==> src/rtl/instr_enc_pkg.sv <==
// rtl/instr_enc_pkg.sv - op codes, RV64 opcode/funct3 constants and the field packer for ld/sd/beq/add
package instr_enc_pkg;

  typedef enum logic [1:0] {
    OP_LD  = 2'b00,
    OP_SD  = 2'b01,
    OP_BEQ = 2'b10,
    OP_ADD = 2'b11
  } op_t;

  localparam logic [6:0] OPC_LOAD   = 7'b0000011;
  localparam logic [6:0] OPC_STORE  = 7'b0100011;
  localparam logic [6:0] OPC_BRANCH = 7'b1100011;
  localparam logic [6:0] OPC_OP     = 7'b0110011;

  localparam logic [2:0] F3_D   = 3'b011;
  localparam logic [2:0] F3_BEQ = 3'b000;
  localparam logic [2:0] F3_ADD = 3'b000;

  // beq imm12 is already halfword-scaled, so imm12[k] lands where byte-offset bit k+1 would
  function automatic logic [31:0] encode_instr(op_t op, logic [4:0] rd, logic [4:0] rs1,
                                               logic [4:0] rs2, logic [11:0] imm12);
    logic [31:0] w;
    case (op)
      OP_LD:   w = {imm12, rs1, F3_D, rd, OPC_LOAD};
      OP_SD:   w = {imm12[11:5], rs2, rs1, F3_D, imm12[4:0], OPC_STORE};
      OP_BEQ:  w = {imm12[11], imm12[9:4], rs2, rs1, F3_BEQ, imm12[3:0], imm12[10], OPC_BRANCH};
      default: w = {7'b0, rs2, rs1, F3_ADD, rd, OPC_OP};
    endcase
    return w;
  endfunction

endpackage

==> src/rtl/instr_enc_fifo.sv <==
// rtl/instr_enc_fifo.sv - synchronous FIFO with occupancy counter; full/empty come from the level
module instr_enc_fifo #(
  parameter int DEPTH = 4,
  parameter int W     = 32
) (
  input  logic                   clk,
  input  logic                   reset,
  input  logic                   flush,
  input  logic                   push,
  input  logic [W-1:0]           push_data,
  input  logic                   pop,
  output logic [W-1:0]           pop_data,
  output logic                   full,
  output logic                   empty,
  output logic [$clog2(DEPTH):0] level
);

  localparam int PW = $clog2(DEPTH);

  logic [W-1:0]  mem [DEPTH];
  logic [PW-1:0] wr_ptr;
  logic [PW-1:0] rd_ptr;
  logic          do_push;
  logic          do_pop;

  assign full    = (level == (PW + 1)'(DEPTH));
  assign empty   = (level == '0);
  assign do_push = push && !full;
  assign do_pop  = pop && !empty;

  always_ff @(posedge clk) begin
    if (reset || flush) begin
      wr_ptr <= '0;
      rd_ptr <= '0;
      level  <= '0;
    end else begin
      if (do_push) wr_ptr <= wr_ptr + PW'(1);
      if (do_pop)  rd_ptr <= rd_ptr + PW'(1);
      case ({do_push, do_pop})
        2'b10:   level <= level + (PW + 1)'(1);
        2'b01:   level <= level - (PW + 1)'(1);
        default: level <= level;
      endcase
    end
  end

  always_ff @(posedge clk) begin
    if (do_push) mem[wr_ptr] <= push_data;
  end

  // Storage is never reset, so the read port is masked while nothing valid is held
  assign pop_data = empty ? '0 : mem[rd_ptr];

endmodule

==> src/rtl/instr_encoder.sv <==
// rtl/instr_encoder.sv - packs field requests into RV64 words, buffers them, emits with word addresses; optional IMM_RANGE_CHECK_EN
module instr_encoder
  import instr_enc_pkg::*;
#(
  parameter int                DEPTH     = 4,
  parameter int                ADDR_W    = 32,
  parameter logic [ADDR_W-1:0] BASE_ADDR = '0
) (
  input  logic                   clk,
  input  logic                   reset,
  input  logic                   restart,
  input  logic                   in_valid,
  output logic                   in_ready,
  input  logic [1:0]             in_op,
  input  logic [4:0]             in_rd,
  input  logic [4:0]             in_rs1,
  input  logic [4:0]             in_rs2,
  input  logic [63:0]            in_imm,
  output logic                   out_valid,
  input  logic                   out_ready,
  output logic [31:0]            out_instr,
  output logic [ADDR_W-1:0]      out_addr,
  output logic                   out_err,
  output logic [$clog2(DEPTH):0] level
);

`ifdef IMM_RANGE_CHECK_EN
  localparam int DW = 33;
`else
  localparam int DW = 32;
`endif

  logic          ready_en;
  logic          full;
  logic          empty;
  logic          push;
  logic          pop;
  logic [31:0]   word;
  logic [DW-1:0] push_data;
  logic [DW-1:0] pop_data;

  assign word = encode_instr(op_t'(in_op), in_rd, in_rs1, in_rs2, in_imm[11:0]);

`ifdef IMM_RANGE_CHECK_EN
  logic imm_err;
  assign imm_err   = (op_t'(in_op) != OP_ADD) && (in_imm != {{52{in_imm[11]}}, in_imm[11:0]});
  assign push_data = {imm_err, word};
  assign out_err   = pop_data[32];
`else
  logic unused_imm_hi;
  assign unused_imm_hi = ^in_imm[63:12];
  assign push_data     = word;
  assign out_err       = 1'b0;
`endif

  // Holds in_ready low through reset and for the first cycle after it
  always_ff @(posedge clk) begin
    if (reset) ready_en <= 1'b0;
    else       ready_en <= 1'b1;
  end

  assign in_ready  = ready_en && !full && !restart;
  assign out_valid = !empty;
  assign push      = in_valid && in_ready;
  assign pop       = out_valid && out_ready && !restart;
  assign out_instr = pop_data[31:0];

  instr_enc_fifo #(.DEPTH(DEPTH), .W(DW)) u_fifo (
    .clk       (clk),
    .reset     (reset),
    .flush     (restart),
    .push      (push),
    .push_data (push_data),
    .pop       (pop),
    .pop_data  (pop_data),
    .full      (full),
    .empty     (empty),
    .level     (level)
  );

  always_ff @(posedge clk) begin
    if (reset || restart) out_addr <= BASE_ADDR;
    else if (pop)         out_addr <= out_addr + ADDR_W'(4);
  end

endmodule

==> config.mk <==
export PLATFORM = sky130hd
export DESIGN_NAME = instr_encoder
export DESIGN_NICKNAME = d
export VERILOG_FILES = /design/src/rtl/instr_enc_pkg.sv /design/src/rtl/instr_enc_fifo.sv /design/src/rtl/instr_encoder.sv
export SDC_FILE = /design/constraint.sdc
export NUM_CORES = 1
export LEC_CHECK = 0
export CORE_MARGIN = 3
export CORE_UTILIZATION = 53
export DETAILED_ROUTE_END_ITERATION = 7
export GPL_ROUTABILITY_DRIVEN = 0
export PLACE_DENSITY = 0.84
export SKIP_CTS_REPAIR_TIMING = 1
export SLEW_MARGIN = 20
export SYNTH_ARGS = -nofsm -noshare
export SYNTH_HDL_FRONTEND = slang
export SYNTH_SLANG_ARGS = --single-unit
==> constraint.sdc <==
create_clock -name clk -period 5.73 [get_ports clk]
set_input_delay 1.146 -clock clk [delete_from_list [all_inputs] [get_ports clk]]
set_output_delay 1.146 -clock clk [all_outputs]
set_load 0.05 [all_outputs]
; Word-level counts from Yosys, hierarchy flattened
; Memories as Yosys holds them, arrays and structs flattened. A register that Yosys moved wholly into a read port is not among the register bits.
; Cells that the tools add are included.
[word_totals]
register_bits = 40
ram_bits = 128
inputBits = 86
out_inout_bits = 70
word_cells = 38
n_memories = 1
[mem_list]
columns = memory, depth, word_bits, read_ports, rd_clocked_by_memory_dff, wr, line
row1 = u_fifo.mem, 4, 32, 1, 1, 1, instr_enc_fifo.sv:20  ; logic [W-1:0] mem [DEPTH];
[classes]
n_addsub = 5
n_eq_ne = 5
muxes = 8
reduce_logical = 14
[ops]
columns = operator, count
row1 = case mux 32 bit (3 select lines), 1
row2 = adder 32 x 3 -> 32 bit (second input constant), 1
row3 = 2-to-1 mux 32 bit, 1
row4 = logical AND 1 bit, 7
row5 = case mux 3 bit (2 select lines), 1
row6 = adder 2 x 1 -> 2 bit (second input constant), 2
row7 = == test 2 x 1 -> 1 bit (second input constant), 2
row8 = == test 2 bit (second input constant), 2
row9 = 2-to-1 mux 2 bit, 2
row10 = adder 3 x 1 -> 3 bit (second input constant), 1
row11 = == test 3 bit (second input constant), 1
row12 = logical NOT 1 bit, 3
row13 = logical NOT 3 bit, 1
row14 = 2-to-1 mux 1 bit, 3
row15 = subtractor 3 x 1 -> 3 bit (second input constant), 1
row16 = logical NOT 2 bit, 1
row17 = nonzero test 2 bit, 1
row18 = logical OR 1 bit, 1

; Logic depth before layout (Yosys ltp)
; Gate-level depths: netlist of the first run.
[depth]
ltp_word = 8
mapped_depth = 11
mapped_depth_nobuf = 10

; Modules after synthesis
; From an unflattened synthesis of the first run, not the netlist that was laid out.
[hier_totals]
cells_unflattened = 479
hier_area_um2 = 7149.4
[by_module_without_submodules]
columns = module, instances, cells_each, area_per_inst_um2, seq_area_each_um2
row1 = instr_enc_fifo, 1, 258, 5323.9, 4023.9
row2 = instr_encoder, 1, 221, 1825.5, 620.6

; Least setup slack after synthesis of the first run
; Ideal clock, no wire load.
[synth_path]
kind = input port to flip-flop
from = input port restart
to = register u_fifo.level[2]
t_arrival_ns = 3.833
required_ns = 5.660
slack_ns = 1.827
cell_stages = 9
path_cell_list = a311oi_1 > and2_1 > inv_1 > ha_1 > inv_1 > fa_1 > xor2_1 > or3_1 > a21oi_1
[synth_via]
elab_chain_len = 6
word_cells_on_any_way = 11
[synth_rtl]
columns = element, line
row1 = "start, declared", instr_encoder.sv:11  ; input logic restart,
row2 = logical NOT 1 bit, "instr_encoder.sv:62, instr_encoder.sv:65"
row3 = logical AND 1 bit, instr_encoder.sv:62  ; assign in_ready = ready_en && !full && !restart;
row4 = logical AND 1 bit, instr_encoder.sv:64  ; assign push = in_valid && in_ready;
row5 = logical AND 1 bit, instr_enc_fifo.sv:28  ; assign do_push = push && !full;
row6 = == test 2 x 1 -> 1 bit / == test 2 bit (equally long branches), instr_enc_fifo.sv:39  ; case ({do_push, do_pop})
row7 = case mux 3 bit (2 select lines) / nonzero test 2 bit (equally long branches), n/a
row8 = "end signal, assigned", instr_enc_fifo.sv:40  ; 2'b10: level <= level + (PW + 1)'(1);
row9 = "end signal, assigned", instr_enc_fifo.sv:41  ; 2'b01: level <= level - (PW + 1)'(1);
row10 = "end signal, assigned", instr_enc_fifo.sv:42  ; default: level <= level;
row11 = "end, declared", instr_enc_fifo.sv:15  ; output logic [$clog2(DEPTH):0] level
; Parallel ways exist; a longest one is shown, timed or not.
; A chain may end at the register's enable or synchronous reset.

; Worst setup path in the final report of the first run
[layout_path]
from = input port restart
to = output port in_ready
[layout_via]
elab_chain_len = 2
[layout_rtl]
columns = element, line
row1 = logical NOT 1 bit, instr_encoder.sv:62
row2 = logical AND 1 bit, instr_encoder.sv:62
row3 = "end, declared", instr_encoder.sv:13  ; output logic in_ready,
; No other way between the ends.

==> results of run 1 <==
[layer usage]
metal	routed length, um	GRT usage [%]	part of all wire, %
met3	985	6.63	7.6
met4	295	9.78	2.3
met1	5210	26.8	40
met5	0	0	0
met2	6540	34.9	50
[placed cells by master (no fill, tap or decap), drive strengths merged]
master and instances:
a311oi 1, mux2 6, nand3b 1, nor4 1, clkdlybuf4s50 97, mux4 26, nor4b 1, clkinv 5
clkinvlp 6, conb 6, o21ai 4, buf 5, nand3 11, xnor2 9, xor2 21, nor3 5
and4 2, nor2 40, a211oi 5, mux2i 5, edfxtp 104, nor2b 7, a22o 6, or2 1
ha 6, dfxtp 40, or3 4, a21oi 12, inv 15, and2 29, clkbuf 17, bufinv 4
nand2 13, nand2b 1, and3 9, fa 1, nand4 15
[power breakdown]
part	internal [uW]	switching [uW]	leakage (uW)	total [uW]
Clock	724	411	0.000283	1140
Combinational	47.7	73.1	0.00108	121
Sequential	1130	2.96	0.00127	1130
[sequential cells by signal, summed over array words and instances (netlist names), named ones only]
register,cells
u_fifo.rd_ptr,2
u_fifo.mem,104
ready_en,1
out_addr,30
u_fifo.wr_ptr,2
u_fifo.level,3
[area by class of cell]
class,instances,share of cell area [%]
clock buffers,17,5.43
clock inverters,15,2.46
inverters,15,0.718
multi-input cells,248,26.2
flip-flops and latches,144,50.1
well taps,140,2.23
repair buffers,102,12.9
[metrics by stage]
stage	worst slack [ps]	cells	cell area (um2)	total power [uW]
after global routing	1410	681	7840	2460
after global placement	1500	649	7220	1270
final	1470	681	7840	2390
after CTS	1490	681	7840	2410
after detailed placement	1490	649	7220	1270
after floorplan	1830	433	6170	1220
[worst max-delay path: stages]
cell             delay [ps]
clkdlybuf4s50_1         500
a311oi_1                530
clkdlybuf4s50_1         930
[cell families (layout without fill, tap and decap cells)]
kind of cell,Yosys count,count (layout),share of synthesized area [%]
muxes,37,37,11.5
adders and majority gates,7,7,1.55
AOI/OAI and AO/OA,28,28,2.91
other,1,6,0.0610
xor gates and xnor gates,30,30,4.27
and+or+nand+nor,140,140,12.8
buffers and inverters,41,149,3.13
DFF,144,144,63.8
[worst paths after layout]
path | startpoint | endpoint | slack (ps)
hold reg to reg | u_fifo.wr_ptr[1]$_SDFFE_PP0P_ | u_fifo.wr_ptr[1]$_SDFFE_PP0P_ | 500
hold / removal | u_fifo.wr_ptr[1]$_SDFFE_PP0P_ | u_fifo.wr_ptr[1]$_SDFFE_PP0P_ | 500
setup reg to reg | u_fifo.level[2]$_SDFFE_PP0P_ | u_fifo.level[2]$_SDFFE_PP0P_ | 2580
setup / recovery | restart | in_ready | 1470
==> flow_summary.ini, run 1 <==
[sta]
slew_headroom_pct = 36.7
rsz0062_at_grt = false
max_freq_mhz = 235
finalHoldViolCount = 0
drv_slew = 0
final.setup.tns_ps = 0
period_share_pct = 74.3
period_needed_ps = 4260
setup-violations-final = 0
clock-skew-final_ps = 8.95
worstMarginPinSlew_ps = 949
hold_ws_ps = 498

[yosys]
netlist_instances = 428
synth_top_area_share_pct = 50.8
synth-edff-count = 104
synth_cell_types = 44
syn_area_mm2 = 0.00615
synth_seq_cells = 144
async_flop_share_pct = 0
synth_common_cells = edfxtp_1, dfxtp_1, nor2_1
yosys_most_used_dff = edfxtp_1
synth.largest_area_cell = edfxtp_1
yosys-top-cells-area = edfxtp_1, dfxtp_1, mux4_2, xor2_1, and2_1
postSynthAreaPerCell_um2 = 14.4
ys_seq_area_share_pct = 63.8
yosys_warnings = 0
yosysMostFrequentCell = edfxtp_1

[floorplanning]
fp.dieW_um = 114
start_util_pct = 55.5
die_area_mm2 = 0.0129
core_mm2 = 0.0111
io_pins = 156
num_rows = 38
die_y_um = 114

[drt]
drcViolationCount = 0
ant_nets = 0
vias = 3875
drt-vias-per-instance = 5.69
firstDrtPassIters = 4
drtIter0Drc = 291
routed_wl_mm = 13.0
wl_per_cell_um = 19.1

[setup_path]
crit_type = input pin to primary output
r2r_cells = 10
worstPathArrival_ps = 3110
cp-start-kind = input pin
cp_max_fo = 6
crit_path_end_kind = primary output
required_ps = 4580

[cells_and_area]
drive_gt1_share_pct = 14.6
multi_input_comb_area_mm2 = 0.00205
area_growth_pct = 27.4
diodes = 0
regArea_mm2 = 0.00393
fin_util_pct = 70.7
fillers = 721
nets = 621

[hold_path]
hold_path_depth = 2
hp-class = register to register

[pwr]
p_leak_uw = 0.00263
irDropWorstVdd_uv = 206
p_per_area_mw_per_mm2 = 305

[grt]
grt_pass1_vias = 4105
grt.total_usage_pct = 21.6
gr-total-overflow = 0
antenna_found_initial = 0
grt_max_degree = 40
grt_pass1_wl_mm = 21.1

[clock_network]
cts_root_buf = clkbuf_16
clk_latency_ps = 410
clk_path_buf_depth = 2
htreeDepth = 4
cts_tree = yes
cts_sinks = 144
clkTransAtPathRegs_ps = 60
cts_buffers = 17

[place]
portBuffers = 97
hpwlAfterDp_mm = 7.88

[flow_run]
drv_cap = 0

[run_status]
outcome = complete, no violations
No activity file was read; power rests on OpenSTA's default activity.
==> inputs of run 2 (changes only) <==
--- a/config.mk
+++ b/config.mk
@@ -6,10 +6,10 @@
 export NUM_CORES = 1
 export LEC_CHECK = 0
 export CORE_MARGIN = 3
-export CORE_UTILIZATION = 53
+export CORE_UTILIZATION = 44
 export DETAILED_ROUTE_END_ITERATION = 7
 export GPL_ROUTABILITY_DRIVEN = 0
-export PLACE_DENSITY = 0.84
+export PLACE_DENSITY = 0.75
 export SKIP_CTS_REPAIR_TIMING = 1
 export SLEW_MARGIN = 20
 export SYNTH_ARGS = -nofsm -noshare
==> constraint.sdc (replaced) <==
create_clock -name clk -period 3.6 [get_ports clk]
set_input_delay 0.72 -clock clk [delete_from_list [all_inputs] [get_ports clk]]
set_output_delay 0.72 -clock clk [all_outputs]
set_load 0.05 [all_outputs]
==> run 2 against run 1 <==
Effect of this change: worst setup slack worse by 1100 ps; clock power is 50% higher; power is 55% higher; routed wire length fell by 2.5%; final cell count increased by 6.3%; final area rose by 0.88%.
==> flow_summary.ini, run 2 (synthesis gave the netlist of run 1 again) <==
[run_status]
outcome = complete, no violations

[grt]
grt_max_degree = 30
grt_pass1_vias = 4015
antenna_found_initial = 0
grt.total_usage_pct = 17.4
gr-total-overflow = 0
grt_pass1_wl_mm = 21.2

[clock_network]
htreeDepth = 4
clk_latency_ps = 410
cts_tree = yes
cts_root_buf = clkbuf_16
clkTransAtPathRegs_ps = 60
cts_sinks = 144
cts_buffers = 17
clk_path_buf_depth = 2

[floorplanning]
num_rows = 42
io_pins = 156
fp.dieW_um = 124
core_mm2 = 0.0135
start_util_pct = 45.7
die_area_mm2 = 0.0154
die_y_um = 124

[pwr]
p_leak_uw = 0.00267
p_seq_share_pct = 48.6
switching_share_pct = 21.7
p_int_uw = 2900
clkPwrFrac_pct = 46.2
irDropWorstVdd_uv = 268
p_per_area_mw_per_mm2 = 469
pwr-share-comb_pct = 5.3
p_sw_uw = 803

[drt]
drtIter0Drc = 238
drt-vias-per-instance = 5.26
wl_per_cell_um = 17.6
drcViolationCount = 0
firstDrtPassIters = 4
ant_nets = 0
vias = 3807
routed_wl_mm = 12.7

[setup_path]
critPathMaxStageDelay_ps = 700
critPathBufInv = 2
path_delay_family = buffers and inverters
cp_max_fo = 26
required_ps = 2880
cp-start-kind = register
worstPathCellList = buf_12 > mux4_2 > and2_1 > clkdlybuf4s50_1
crit_type = register to primary output
rrSetupSlack_ps = 1190
worstPathArrival_ps = 2480
crit_slowest_cell = clkdlybuf4s50_1
crit_path_end_kind = primary output

[cells_and_area]
area_growth_pct = 28.5
nets = 628
largest_reg_flops = 104
final_common_cell = edfxtp_1
top_register = u_fifo.mem
drive_gt1_share_pct = 16.8
final_cells = 724
top_regs = u_fifo.mem x104, out_addr x30, u_fifo.level x3
layout_common_cells = edfxtp_1, clkdlybuf4s50_1, nor2_1
diodes = 0

[flow_run]
drv_cap = 0

[sta]
setup-violations-final = 0
max_freq_mhz = 312
rsz0062_at_grt = false
period_needed_ps = 3200
hold_ws_ps = 492
drv_slew = 0
worstMarginPinSlew_ps = 603
slew_headroom_pct = 59.7
period_share_pct = 88.9
clock-skew-final_ps = 7.15
final.setup.tns_ps = 0
finalHoldViolCount = 0

[place]
dp.cells = 692
hpwlAfterDp_mm = 8.27
portBuffers = 97

[hold_path]
hp-class = register to register
-- run 2: cell types whose count changed in the layout (fill, tap and decap cells not counted), sizes merged --
cell | before | now
buf | 5 | 17
bufinv | 4 | 2
clkdlybuf4s50 | 97 | 92
clkinv | 5 | 4
clkinvlp | 6 | 4
inv | 15 | 20
-- run 2: power by group through the flow --
stage	logic, uW	clock network [uW]	registers [uW]
CTS	196	1740	1800
global placement	189	0	1830
floorplan	115	0	1830
detailed placement	194	0	1830
finish	195	1710	1800
global route	209	1830	1800
-- run 2: worst paths after layout --
check                                  endpoint                     startpoint  cells past startpoint
setup / recovery                  out_instr[12]                       register                      4
hold reg to reg   u_fifo.wr_ptr[1]$_SDFFE_PP0P_  u_fifo.wr_ptr[1]$_SDFFE_PP0P_                      2
hold / removal    u_fifo.wr_ptr[1]$_SDFFE_PP0P_  u_fifo.wr_ptr[1]$_SDFFE_PP0P_                      2
setup reg to reg   u_fifo.level[2]$_SDFFE_PP0P_   u_fifo.level[2]$_SDFFE_PP0P_                     11
-- run 2: stage by stage --
stage	total power [uW]	util [%]	cell area, um2	setup WS [ps]
finish	3700	58.8	7910	399
floorplan	1950	-	6180	510
CTS	3740	58.8	7910	372
global route	3830	58.8	7910	281
global placement	2020	54.4	7320	620
detailed placement	2030	54.4	7320	525
-- run 2: layout make-up --
class                   count  area, um2
fillers                  1063       5550
inverters                  15       56.3
well taps                 176        220
multi-input cells         248       2060
flip-flops and latches    144       3930
clock buffers              17        425
clock inverters            15        158
repair buffers            109       1060
-- run 2: worst register-to-register path, stage by stage, from the launching register on --
cell     delay [ps]
dfxtp_1         360
nor3_2          430
inv_1           120
buf_4           200
nand2_1         140
inv_2            60
ha_1            220
inv_1            80
fa_1            180
xor2_1           80
or3_1           310
a21oi_1         160
-- run 2: metal layers --
| metal | global-route usage, % | routed length [um] | up-vias |
|---|---|---|---|
| met5 | 0 | 0 | - |
| li1 | - | - | 1782 |
| met3 | 5.80 | 874 | 17 |
| met1 | 22.0 | 5490 | 1880 |
| met2 | 28.1 | 6170 | 128 |
| met4 | 5.87 | 176 | 0 |
==> RTL change 1, RTL diff (flow settings as in run 2) <==
`DEPTH` is set to 4 in 2 places; all go to 2.
--- a/src/rtl/instr_enc_fifo.sv
+++ b/src/rtl/instr_enc_fifo.sv
@@ -1,6 +1,6 @@
 // rtl/instr_enc_fifo.sv - synchronous FIFO with occupancy counter; full/empty come from the level
 module instr_enc_fifo #(
-  parameter int DEPTH = 4,
+  parameter int DEPTH = 2,
   parameter int W     = 32
 ) (
   input  logic                   clk,
--- a/src/rtl/instr_encoder.sv
+++ b/src/rtl/instr_encoder.sv
@@ -2,7 +2,7 @@
 module instr_encoder
   import instr_enc_pkg::*;
 #(
-  parameter int                DEPTH     = 4,
+  parameter int                DEPTH     = 2,
   parameter int                ADDR_W    = 32,
   parameter logic [ADDR_W-1:0] BASE_ADDR = '0
 ) (
Interface: changed (resized level); port bits go from 156 to 155. The function was not compared with the original's and may differ.
==> RTL change 1 against run 2 <==
  * Sequential cell count decreased by 56
  * Power decreased by 47%
  * Design area decreased by 33%
  * Setup slack improved by 120 ps
  * Clock skew increased by 4.0 ps
  * Sequential power decreased by 40%
  * Core utilization increased by 0.93 points
  * Fmax increased by 3.8%
  * Combinational power shrank 14%
  * Area after synthesis fell by 34%
  * Via count fell by 17%
  * Worst hold slack better by 10 ps
  * Register-to-register slack improved by 220 ps
  * Wire length shrank 29%
  * Critical path type is now in -> out
  * Largest cell class unchanged
  * Largest power group unchanged
==> RTL change 1: results (changes against run 2) <==
metric;value;unit;change
clkLatencyLatePin;350;ps;-60 ps
wl;9.070;mm;-29%
finalHoldViolations;0;;unchanged
synth_edf_count;52;;-50%
grt_first_pass_wirelength;14.04;mm;-34%
first_pass_iters;4;;unchanged
largest_reg_flops;52;;-50%
cts_buffers;9;;-8
reg.largest.list;u_fifo.mem x52, out_addr x30, u_fifo.level x2;;
async_reset_ff_share;0;%;unchanged
placed_area;5071;sq um;-31%
synth_commonest_cells;edfxtp_1, nor2_1, dfxtp_1, mux2i_1, a21oi_1;;
vdd_ir_drop_max;239.4;uV;-11%
grt_pass1_vias;2897;;-28%
yosysSeqAreaShare;55.90;%;-7.9 points
viasPerCell;5.512;;+4.8%
fin_nets;545;;-13%
worstSetupStartpoint;restart;;
grt_start_max_net_pins;36;;+20%
grt_usage;17.14;%;-0.23 points
antenna_found_initial;0;;unchanged
status;completed;;
drtIter0Drc;125;;-47%
cp.arrival;2360;ps;-120 ps
skew;11.12;ps;+3.970 ps
hp-class;reg -> reg;;
ys_types;46;;+4.5%
switching_share;24.55;%;+2.9 points
yosysWarnings;0;;unchanged
placement.io_buffers;96;;-1.0%
cts.path.max_buffers;2;;unchanged
dp_hpwl;6.322;mm;-24%
tightestPinTransition;688.0;ps;+85.13 ps
synth_area_leaders;edfxtp_1, dfxtp_1, mux2i_1;;
r2r-start;u_fifo.level[0];;
leakagePower;0.001672;uW;-37%
drive_above_1_share;8.225;%;-8.6 points
worstHoldStart;out_addr[31];;
htreeDepth;3;;-1
antenna_cells;0;;unchanged
root_buffer;clkbuf_8;;
nFillCells;738;;-31%
clkTransAtPathRegs;90;ps;+30 ps
crit_fanout;8;;-69%
[RTL change 1: cell types whose count changed in the layout (fill, tap and decap cells not counted), sizes merged, moves of 16 or more]
cell / change
and2: -27
edfxtp: -52
mux4: -26
xor2: -18
a21oi: +16
mux2i: +26
[RTL change 1: worst paths after layout]
kind	end	slack, ps	cells past startpoint
max	in_ready	520	3
min reg2reg	out_addr[31]	500	2
min	out_addr[31]	500	2
max reg2reg	out_addr[25]	1410	4
[RTL change 1: critical path, stage by stage]
cell,delay [ps]
clkdlybuf4s50_1,540
nor3b_1,260
clkdlybuf4s50_1,840
[RTL change 1: layer usage]
metal / track usage [%] / vias up / part of all wire (%)
met2: 29.74 / 90 / 53
li1: - / 1526 / -
met4: 5.651 / 0 / 0.90
met1: 21.56 / 1518 / 41
met5: 0 / - / 0
met3: 3.208 / 8 / 5.2
[RTL change 1: cell families after synthesis]
| kind of cell | Yosys count | share of synthesized area, % |
|---|---|---|
| multiplexers | 36 | 8.979 |
| adder cells (fa/ha/maj) | 2 | 0.6128 |
| AO/OA/AOI/OAI | 65 | 9.869 |
| flip-flops | 88 | 55.90 |
| buffers and inverters | 40 | 5.424 |
| XOR/XNOR | 11 | 2.360 |
| other | 1 | 0.09185 |
| AND/OR/NAND/NOR | 124 | 16.76 |
[RTL change 1: power by group through the flow]
| stage | clock network (uW) | logic (uW) | registers (uW) |
|---|---|---|---|
| 5_1_grt | 766 | 180 | 1090 |
| 3_3_place_gp | 0 | 164 | 1110 |
| 2_1_floorplan | 0 | 104 | 1110 |
| 6_report | 720 | 168 | 1080 |
| 3_5_place_dp | 0 | 168 | 1110 |
| 4_1_cts | 736 | 169 | 1080 |
[RTL change 1: per-stage QoR]
step           std cells  util [%]  hold WS, ps  worst slack, ps
6_report             570     59.70        502.4            517.6
2_1_floorplan        372         -        481.3            609.2
4_1_cts              570     59.70        501.9            500.4
3_5_place_dp         554     57.31        488.0            533.7
3_3_place_gp         554     57.31        469.5            568.5
5_1_grt              570     59.70        533.5            426.3
[RTL change 1: area by class of cell]
type,instances,area share [%]
Sequential cell,88,43.20
Clock inverter,7,1.658
Timing Repair Buffer,102,19.00
Clock buffer,9,2.345
Multi-Input combinational cell,244,30.39
Inverter,12,0.8527
Tap cell,108,2.558
==> RTL change 2, RTL diff (config.mk and constraints of run 2) <==
Made on the original files. Reset style: asynchronous (`reset`), changed in one clocked block.
--- a/src/rtl/instr_encoder.sv
+++ b/src/rtl/instr_encoder.sv
@@ -54,7 +54,7 @@
 `endif
 
   // Holds in_ready low through reset and for the first cycle after it
-  always_ff @(posedge clk) begin
+  always_ff @(posedge clk or posedge reset) begin
     if (reset) ready_en <= 1'b0;
     else       ready_en <= 1'b1;
   end
Formal check against the unedited RTL: differs if reset is asserted again (counterexample within 4 cycles, from zero or initial values and one cycle with reset high); with reset held inactive, the same outputs for 4 cycles.
==> RTL change 2 against run 2 <==
  * Setup slack improved by 73 ps
  * Via count increased by 4.9%
  * Design area decreased by 0.47%
  * Clock skew about the same
  * Power decreased by 0.30%
  * Sequential cell count unchanged
  * Highest routed layer unchanged
  * Wire length increased by 0.64%
  * Area after synthesis increased by 1.5%
==> RTL change 2: results (changes against run 2) <==
metric;value;unit;change
first_pass_iters;5;;+1
wl;12.79;mm;+0.64%
fin_nets;634;;+0.96%
grt_pass1_vias;4047;;+0.80%
cp.arrival;2410;ps;-70 ps
crit_fanout;7;;-73%
post-place-ws;447.7;ps;-77.31 ps
nonClkBufAreaFrac;12.40;%;-1.0 points
multi_input_area;2107;sq um;+2.2%
tightestPinTransition;717.1;ps;+114.2 ps
multi_input_gates;256;;+3.2%
leakagePower;0.002557;uW;-4.2%
drive_above_1_share;18.99;%;+2.2 points
buffers;106;;-2.8%
grt_first_pass_wirelength;20.95;mm;-1.1%
grt_start_max_net_pins;38;;+27%
synth_commonest_cells;edfxtp_1, dfxtp_1, and2_1, a21oi_1, mux4_2;;
clock_buffer_count;19;;+2
yosysSeqAreaShare;62.94;%;-0.84 points
inv_count;16;;+1
vdd_ir_drop_max;296.4;uV;+11%
grt_usage;16.80;%;-0.56 points
skew;7.446;ps;+0.3002 ps
clkTransAtPathRegs;60;ps;about the same
ys_types;42;;-4.5%
async_reset_ff_share;0.6944;%;+0.69 points
max_stage_delay;810;ps;+110 ps
nFillCells;1072;;+0.85%
status;completed;;
synth_area_leaders;edfxtp_1, dfxtp_1, mux4_2;;
viasPerCell;5.477;;+4.2%
clkLatencyLatePin;410;ps;about the same
p_int;2951;uW;+1.7%
clock_cell_area_share;7.314;%;-0.060 points
sh_seq_area;49.94;%;+0.30 points
-- RTL change 2: stage by stage --
step / power (uW) / hold slack [ps] / util (%) / cells / area, sq um
global route: 3822 / 524.3 / 58.04 / 729 / 7869
floorplan: 1953 / 448.7 / - / 449 / 6261
CTS: 3721 / 485.2 / 58.00 / 729 / 7864
detailed placement: 2028 / 477.2 / 53.76 / 698 / 7288
global placement: 2022 / 455.4 / 53.76 / 698 / 7288
finish: 3693 / 479.3 / 58.04 / 729 / 7869
-- RTL change 2: kinds of logic after synthesis --
family	synth area share, %
adders and majority gates	1.523
and+or+nand+nor	12.25
buffers and inverters	3.688
muxes	11.41
xor gates and xnor gates	1.824
AOI/OAI and AO/OA	6.254
DFF	62.94
other	0.1203
-- RTL change 2: metal layers --
layer  part of all wire, %  track usage (%)  wire [um]
met1                    42            21.51       5386
met5                     0                0          0
met4                   1.8            5.230        231
met2                    51            27.90       6578
met3                   4.6            4.819        594
-- RTL change 2: power by group through the flow --
stage | Combinational [uW] | Sequential (uW) | Clock (uW)
global route | 208 | 1800 | 1810
CTS | 193 | 1800 | 1730
detailed placement | 192 | 1840 | 0
finish | 193 | 1800 | 1700
global placement | 187 | 1830 | 0
floorplan | 118 | 1840 | 0
-- RTL change 2: tightest hold or removal path: stages, from the launching register on --
cell and delay, ps:
dfxtp_1 320, nand2_1 60, mux2i_1 50
-- RTL change 2: worst paths after layout --
path / slack (ps) / start / cells after the start / to
setup / recovery: 470 / restart / 4 / in_ready
hold / removal: 480 / out_addr[31] / 2 / out_addr[31]
setup reg to reg: 1140 / out_addr[10] / 4 / out_addr[27]
hold reg to reg: 480 / out_addr[31] / 2 / out_addr[31]
max in group asynchronous: 2990 / reset / 2 / ready_en
min in group asynchronous: 520 / reset / 2 / ready_en
